**config.mk**
```make
export PLATFORM = sky130hd
export DESIGN_NAME = serial_addsub_sequencer
export DESIGN_NICKNAME = d
export VERILOG_FILES = /design/src/rtl/serial_addsub_sequencer.sv
export SDC_FILE = /design/constraint.sdc
export NUM_CORES = 1
export LEC_CHECK = 0
export ABC_AREA = 1
export CORE_MARGIN = 2
export CORE_UTILIZATION = 30
export DETAILED_ROUTE_END_ITERATION = 10
export HOLD_SLACK_MARGIN = 0.05
export PLACE_DENSITY = 0.54
export REMOVE_ABC_BUFFERS = 1
export SYNTH_ARGS = -nofsm -noshare
export SYNTH_HDL_FRONTEND = slang
export SYNTH_SLANG_ARGS = --single-unit
```
**constraint.sdc**
```tcl
create_clock -name clk -period 2.4 [get_ports clk]
set_input_delay 0.48 -clock clk [delete_from_list [all_inputs] [get_ports clk]]
set_output_delay 0.48 -clock clk [all_outputs]
set_load 0.02 [all_outputs]
```
**src/rtl/serial_addsub_sequencer.sv**
```systemverilog
// Multi-cycle adder/subtractor: processes one CHUNK-bit slice of the operands per
// clock, rippling the carry between slices through a single carry flop.
//
// state | meaning
// IDLE  | waiting for start; result/carry_out/overflow hold the last operation
// BUSY  | one chunk per cycle, chunk index counts 0..N-1
// DONE  | result valid for one cycle; start here chains straight into BUSY
module serial_addsub_sequencer #(
    parameter int WIDTH = 64,
    parameter int CHUNK = 16
) (
    input  logic             clk,
    input  logic             reset,
    input  logic             start,
    input  logic             sub,
    input  logic [WIDTH-1:0] a,
    input  logic [WIDTH-1:0] b,
    output logic             busy,
    output logic             done,
    output logic [WIDTH-1:0] result,
    output logic             carry_out,
    output logic             overflow
);

    localparam int N     = WIDTH / CHUNK;
    localparam int IDX_W = (N > 1) ? $clog2(N) : 1;
    localparam logic [IDX_W-1:0] LAST_IDX = IDX_W'(N - 1);

    typedef enum logic [1:0] {
        IDLE = 2'd0,
        BUSY = 2'd1,
        DONE = 2'd2
    } state_t;

    state_t                     state_q, state_d;
    logic [N-1:0][CHUNK-1:0]    a_q, a_d;
    logic [N-1:0][CHUNK-1:0]    b_q, b_d;
    logic [N-1:0][CHUNK-1:0]    result_q, result_d;
    logic                       sub_q, sub_d;
    logic                       carry_q, carry_d;
    logic [IDX_W-1:0]           idx_q, idx_d;
    logic                       carry_out_q, carry_out_d;
    logic                       overflow_q, overflow_d;

    logic [CHUNK-1:0]           a_chunk;
    logic [CHUNK-1:0]           b_chunk_x;
    logic [CHUNK:0]             chunk_sum;
    logic                       chunk_ovf;

    always_ff @(posedge clk or negedge reset) begin
        if (!reset) begin
            state_q     <= IDLE;
            a_q         <= '0;
            b_q         <= '0;
            result_q    <= '0;
            sub_q       <= 1'b0;
            carry_q     <= 1'b0;
            idx_q       <= '0;
            carry_out_q <= 1'b0;
            overflow_q  <= 1'b0;
        end else begin
            state_q     <= state_d;
            a_q         <= a_d;
            b_q         <= b_d;
            result_q    <= result_d;
            sub_q       <= sub_d;
            carry_q     <= carry_d;
            idx_q       <= idx_d;
            carry_out_q <= carry_out_d;
            overflow_q  <= overflow_d;
        end
    end

    always_comb begin
        state_d     = state_q;
        a_d         = a_q;
        b_d         = b_q;
        result_d    = result_q;
        sub_d       = sub_q;
        carry_d     = carry_q;
        idx_d       = idx_q;
        carry_out_d = carry_out_q;
        overflow_d  = overflow_q;

        // Only a CHUNK-wide adder exists; the carry flop links successive chunks.
        a_chunk   = a_q[idx_q];
        b_chunk_x = b_q[idx_q] ^ {CHUNK{sub_q}};
        chunk_sum = {1'b0, a_chunk} + {1'b0, b_chunk_x} + {{CHUNK{1'b0}}, carry_q};
        // Same-sign inputs producing an opposite-sign sum is equivalent to
        // carry-in XOR carry-out of the MSB.
        chunk_ovf = (a_chunk[CHUNK-1] == b_chunk_x[CHUNK-1]) &&
                    (chunk_sum[CHUNK-1] != a_chunk[CHUNK-1]);

        case (state_q)
            IDLE, DONE: begin
                state_d = IDLE;
                if (start) begin
                    a_d     = a;
                    b_d     = b;
                    sub_d   = sub;
                    carry_d = sub;
                    idx_d   = '0;
                    state_d = BUSY;
                end
            end
            BUSY: begin
                result_d[idx_q] = chunk_sum[CHUNK-1:0];
                carry_d         = chunk_sum[CHUNK];
                if (idx_q == LAST_IDX) begin
                    carry_out_d = chunk_sum[CHUNK];
                    overflow_d  = chunk_ovf;
                    state_d     = DONE;
                end else begin
                    idx_d = idx_q + 1'b1;
                end
            end
            default: state_d = IDLE;
        endcase
    end

    assign busy      = (state_q == BUSY);
    assign done      = (state_q == DONE);
    assign result    = result_q;
    assign carry_out = carry_out_q;
    assign overflow  = overflow_q;

endmodule

```
==> results of run 1 <==
-- cells in the final DEF (no fill, tap or decap), types with 4 or more instances in the layout --
cell type        synthesis  layout
nand2_1                604     573
dfrtp_1                200     198
clkdlybuf4s50_1          0     198
buf_4                    2      76
nor2_1                  74      62
nand3_1                 55      42
inv_1                   49      39
o21ai_0                 69      37
nand2_2                 15      33
o21ai_1                  8      26
clkbuf_16                0      23
o22ai_1                 30      17
nand3_2                  6      14
buf_12                   0      14
nand2_4                  0      13
o22ai_2                  0      12
xor2_1                  17      12
inv_2                    5      12
o21ai_2                  0      10
ha_1                    19      10
nor2_2                   2       8
nor2_4                   2       8
buf_6                    1       7
ha_4                     0       6
nand3_4                  0       5
o21ai_4                  0       4
a21oi_2                  2       4
bufinv_16                0       4
-- final cells by class --
type | instances | area share
timing repair buffer | 305 | 0.2189
inverter | 55 | 0.01517
multi-input combinational | 924 | 0.3394
tap | 402 | 0.03486
clock inverter | 12 | 0.01309
sequential | 200 | 0.3470
clock buffer | 20 | 0.03165
-- cell families after synthesis --
family | Yosys count | synth area share
AO/OA/AOI/OAI | 116 | 0.06539
buffers and inverters | 117 | 0.05260
AND/OR/NAND/NOR | 767 | 0.3175
XOR/XNOR | 20 | 0.01887
flip-flops | 200 | 0.5169
adder cells (fa/ha/maj) | 21 | 0.02869
-- final timing paths --
check	startpoint	to	slack, ps	cells past startpoint
worst min register to register	a_q[19]	a_q[19]	480	2
worst max-delay path	idx_q[0]	result[4]	-220	13
worst max register to register	idx_q[0]	result[4]	-220	13
min in group clk	a_q[19]	a_q[19]	480	2
worst min-delay path	reset	a_q[50]	40	1
max in group asynchronous	reset	state_q[1]	1730	2
-- metal layers --
metal / vias up / track usage / part of all wire
met2: 196 / 0.2720 / 0.45
li1: 4418 / - / -
met1: 4240 / 0.2546 / 0.49
met4: 0 / 0.03296 / 0.0084
met3: 13 / 0.02734 / 0.042
met5: - / 0 / 0
-- metrics by stage --
| stage | cell area, um2 | hold WS, ps | setup TNS, ps | setup slack [ps] | util |
|---|---|---|---|---|---|
| 2_1_floorplan | 9379 | 184.4 | -543490 | -3620 | - |
| 3_3_place_gp | 12520 | 457.9 | -14550 | -376.3 | 0.3957 |
| 3_5_place_dp | 12520 | 459.7 | -14550 | -334.7 | 0.3957 |
| 4_1_cts | 13690 | 53.90 | -5690 | -174.9 | 0.4328 |
| 5_1_grt | 14430 | 76.51 | -15620 | -371.7 | 0.4561 |
| 6_report | 14430 | 44.65 | -8145 | -219.7 | 0.4561 |
-- timing repair --
| item | in CTS | in global routing |
|---|---|---|
| endpoints found under the setup margin | 59 | 59 |
| setup buffers | 18 | 17 |
| cloned | 2 | 6 |
| pin swaps | 56 | 67 |
| resized for setup | 95 | 112 |
-- state kept, by name, indices dropped and copies added, names as in the netlist --
register and cells:
a_q 64, b_q 64, result 64, idx_q 2, state_q 2, carry_out 1, carry_q 1, overflow 1
sub_q 1
==> summary.md, run 1 <==
| Metric | Value |
|---|---|
| Register cell area after layout | around 5000 um2 |
| TritonCTS Buffers | 17 |
| Fill cells | a little over 3000 |
| Fraction of registers with async set or reset after synthesis | 1.000 |
| Mapped Area | about 9700 um2 |
| FP Rows | 65 |
| Post-synth cell types | 35 |
| Hold Vio Cnt, Final | 0 |
| Total number of H-tree levels | 4 |
| CTS Hold Buffers Added | 0 |
| ANT cells | 0 |
| Final HPWL DP | ~20 mm |
| Initial antenna violation count | 0 |
| Final Cycle Share | 1.092 |
| Iter 0 DRT Violations | ~620 |
| Initial Util | 0.3060 |
| Core Area | around 32000 um2 |
| Worst path slowest cell | dfrtp_2 |
| Largest stage delay on the critical path | 450 ps |
| Most used flip-flop cell after synthesis | dfrtp_1 |
| Routed len/inst | between 15 and 20 um |
| Most frequent cells after synthesis | 604 x nand2_1, 200 x dfrtp_1, 74 x nor2_1 |
| Failing checks | setup timing |
| P&R area growth vs syn | 49.04% |
| Latest clock arrival within the worst-skew pair | 440 ps |
| Post-detailed-route count of antenna-violating nets | 0 |
| Routability-driven placement congestion ratio | 0.8611 |
| CP max FO | 4 |
| GRT Total Usage | 0.1735 |
| Critical path, cell by cell | buf_4, buf_6, o21ai_4, o22ai_2, xor2_1, fa_2, inv_2, fa_2, nand3_2, nand3_4, buf_12, xnor2_4, o21ai_1 |
| IO Count | 200 |
| Post-synth EDFFs | 0 |
| PortBufs | approximately 200 |
| Total grt overflow | 0 |
| Placed Cells | about 1800 |
| Worst-Margin Slew | 584.7 ps |
| Crit end category | flip-flop |
| Vias in the first global route | around 8600 |
| Top-count cell post-synth | nand2_1 |
| Residual DRC count | 0 |
| Clock root buffer | clkbuf_16 |
| Area share of the largest cell type after synthesis | 0.5169 |
| WL final | ~30 mm |
| Final Critical Period | 2620 ps |
| Die Wd | about 180 um |
| CTS tree | yes |
| Nets | about 1700 |
| CP Class | flip-flop to flip-flop |
| Die area | ~34000 um2 |
| Most used cell, CP | fa_2 |
| WP data required | around 2700 ps |
| Area contributors post-synth | dfrtp_1 52%, nand2_1 23%, o21ai_0 3.6%, nor2_1 2.9%, nand3_1 2.8% |
| Largest net degree at the start of global routing | just under 100 |
| Clock Tree Buf Depth | 2 |
| Path category of the worst min-delay check | input pin to async pin |
| Finished Layout Cells | between 1500 and 2000 |
| Largest area contributor in the netlist | dfrtp_1 |
| RSZ-0062 raised after global routing | true |
| Worst clock skew | ~10 ps |
| Router iterations before antenna repair | 5 |
| Fmax achieved | between 300 and 400 MHz |
| First-pass GRT wire length | between 40 and 50 mm |
| CP Buf/Inv Count | 4 |
| Final worst slack | -219.7 ps |
| Avg Cell Area, Syn | slightly below 8 um2 |
| Layout cells sized above 1 | 0.1946 |
| Vias per inst | around 4.6 |
| Outcome | complete, but fails checks |
| Max-slew violations | 0 |
| Multi-input logic area | 4897 um2 |
| Reg clk slew, reported paths | 80 ps |
| Crit start category | flip-flop |
| Yosys warnings | 0 |
| Sink Count | 200 |
| Vias | about 9000 |
| CP arrival | 2930 ps |
| Critical path's top delay family | adder cells |
| Slew margin rel. | 0.6098 |
| Yosys reg bits | 200 |
| Gate Count Post-Synth | 1241 |
| # setup viols final | 54 |
| Sequential fraction of the synthesis area | 0.5169 |
| Max Cap Viol | 0 |
| Die height | ~180 um |
Power of run 1 is not shown: default switching activity piles up to over one toggle a cycle in this logic, so the estimate is an artifact.
==> run 2, diff against run 1 <==
--- a/config.mk
+++ b/config.mk
@@ -6,6 +6,7 @@
 export NUM_CORES = 1
 export LEC_CHECK = 0
 export ABC_AREA = 1
+export CAP_MARGIN = 20
 export CORE_MARGIN = 2
 export CORE_UTILIZATION = 30
 export DETAILED_ROUTE_END_ITERATION = 10
==> results of run 2 <==
Same layout as run 1: the final DEF is identical, and so are final timing and power.
Power of run 2 is left out for the same reason.
==> run 3, diff against run 2 <==
--- a/config.mk
+++ b/config.mk
@@ -11,7 +11,7 @@
 export CORE_UTILIZATION = 30
 export DETAILED_ROUTE_END_ITERATION = 10
 export HOLD_SLACK_MARGIN = 0.05
-export PLACE_DENSITY = 0.54
+export PLACE_DENSITY = 0.53
 export REMOVE_ABC_BUFFERS = 1
 export SYNTH_ARGS = -nofsm -noshare
 export SYNTH_HDL_FRONTEND = slang
==> constraint.sdc (replaced) <==
create_clock -name clk -period 3.29 [get_ports clk]
set_input_delay 0.658 -clock clk [delete_from_list [all_inputs] [get_ports clk]]
set_output_delay 0.658 -clock clk [all_outputs]
set_load 0.02 [all_outputs]
==> summary.md, run 3 (synthesis results as in run 1) <==
| Metric | Value |
|---|---|
| Slew margin rel. | 0.6229 |
| Sink Count | 200 |
| CP arrival | ~3300 ps |
| Iter 0 DRT Violations | between 500 and 600 |
| CTS tree | yes |
| Final Critical Period | 2944 ps |
| Max Cap Viol | 0 |
| Flop-to-flop setup slack | about 350 ps |
| Total number of H-tree levels | 4 |
| Final Hold Slack | 216.6 ps |
| Die Wd | ~180 um |
| Nets | around 1600 |
| Final worst slack | roughly 350 ps |
| FP Rows | 65 |
| CTS Hold Buffers Added | 0 |
| RSZ-0062 raised after global routing | false |
| Path category of the worst min-delay check | input pin to async pin |
| P&R area growth vs syn | 31.24% |
| Crit end category | flip-flop |
| GRT Total Usage | 0.1659 |
| # setup viols final | 0 |
| Critical R2R Launch | idx_q[0] |
| R2R depth | 13 |
| Die area | 33730 um2 |
| Final Cycle Share | 0.8949 |
| Final HPWL DP | a little under 20 mm |
| Residual DRC count | 0 |
| Largest net degree at the start of global routing | 119 |
| Latest clock arrival within the worst-skew pair | 430 ps |
| WL final | 27.36 mm |
| Routability-driven placement congestion ratio | about 0.83 |
| Initial antenna violation count | 0 |
| Place WS | between 300 and 400 ps |
| Worst clock skew | between 10 and 15 ps |
| Initial Util | 0.3060 |
| Max-slew violations | 0 |
| Vias in the first global route | approximately 8400 |
| IO Count | 200 |
| TritonCTS Buffers | 17 |
| Finished Layout Cells | 1827 |
| Commonest non-fill, non-tap cell in the layout | nand2_1 |
| Post-detailed-route count of antenna-violating nets | 0 |
| WP data required | approximately 3600 ps |
| Placed Cells | approximately 1800 |
| Worst path slowest cell | dfrtp_2 |
| Vias per inst | approximately 4.6 |
| R2r endpoint | result[10] |
| Core Area | approximately 32000 um2 |
| Hold Vio Cnt, Final | 0 |
| Critical path, cell by cell | inv_2, buf_12, o21ai_0, o22ai_1, xor2_1, ha_1, nand2_1, nor2_1, nand3_1, nand3_1, nand2_1, nand3_1, nand2_1 |
| Clock root buffer | clkbuf_16 |
| Vias | between 8000 and 9000 |
| CP Class | flip-flop to flip-flop |
| Router iterations before antenna repair | 5 |
| First-pass GRT wire length | 44.20 mm |
| Most frequent cells in the layout | 603 x nand2_1, 199 x dfrtp_1, 198 x clkdlybuf4s50_1, 74 x nor2_1, 69 x o21ai_0 |
| PortBufs | 199 |
| Post-CTS Setup Bufs | 0 |
| Total grt overflow | 0 |
| CP max FO | a little over 40 |
| Largest stage delay on the critical path | between 400 and 500 ps |
| Setup TNS | 0 ps |
| Routed len/inst | roughly 15 um |
| Reg clk slew, reported paths | about 70 ps |
| Die height | between 150 and 200 um |
| Layout cells sized above 1 | 0.06105 |
| Post_cts resized | 0 |
| Crit start category | flip-flop |
| Worst-Margin Slew | roughly 570 ps |
| Clock Tree Buf Depth | 2 |
| ANT cells | 0 |
| Outcome | finished clean |
| Fmax achieved | 339.6 MHz |
[run 3: through the flow]
step	util	area (um2)
3_3_place_gp	0.3834	12130
4_1_cts	0.4016	12710
3_5_place_dp	0.3834	12130
5_1_grt	0.4016	12710
2_1_floorplan	-	9379
6_report	0.4016	12710
[run 3: layout make-up]
class,count,area (um2)
Fill cell,3262,18930
Sequential cell,200,5006
Multi-Input combinational cell,924,4175
Timing Repair Buffer,216,2236
Tap cell,402,503.0
Clock buffer,20,456.7
Inverter,55,209.0
Clock inverter,10,120.1
[run 3: worst max-delay path by stage]
stage | to | slack (ps) | depth (start not counted) | from
global placement | result[26] | 370 | 13 | idx_q[0]
finish | result[10] | 350 | 13 | idx_q[0]
CTS | result[44] | 340 | 13 | idx_q[0]
detailed placement | result[10] | 370 | 13 | idx_q[0]
global route | result[42] | 90 | 13 | idx_q[0]
floorplan | carry_q | -2910 | 5 | start
[run 3: metal layers]
metal	vias to the layer above	wire length, um	GRT usage
met2	183	12310	0.2626
li1	4220	-	-
met4	0	235	0.03392
met3	14	1050	0.02456
met1	3936	13760	0.2413
met5	-	0	0
[run 3: critical path, delay by kind of cell (launching register included)]
kind / cells / cell delay [ps]
compound gates: 2 / 410
xor+xnor: 1 / 120
fa+ha+maj: 1 / 410
buf+inv: 2 / 480
flops: 1 / 490
simple gates: 7 / 890
Power of run 3 is left out for the same reason.
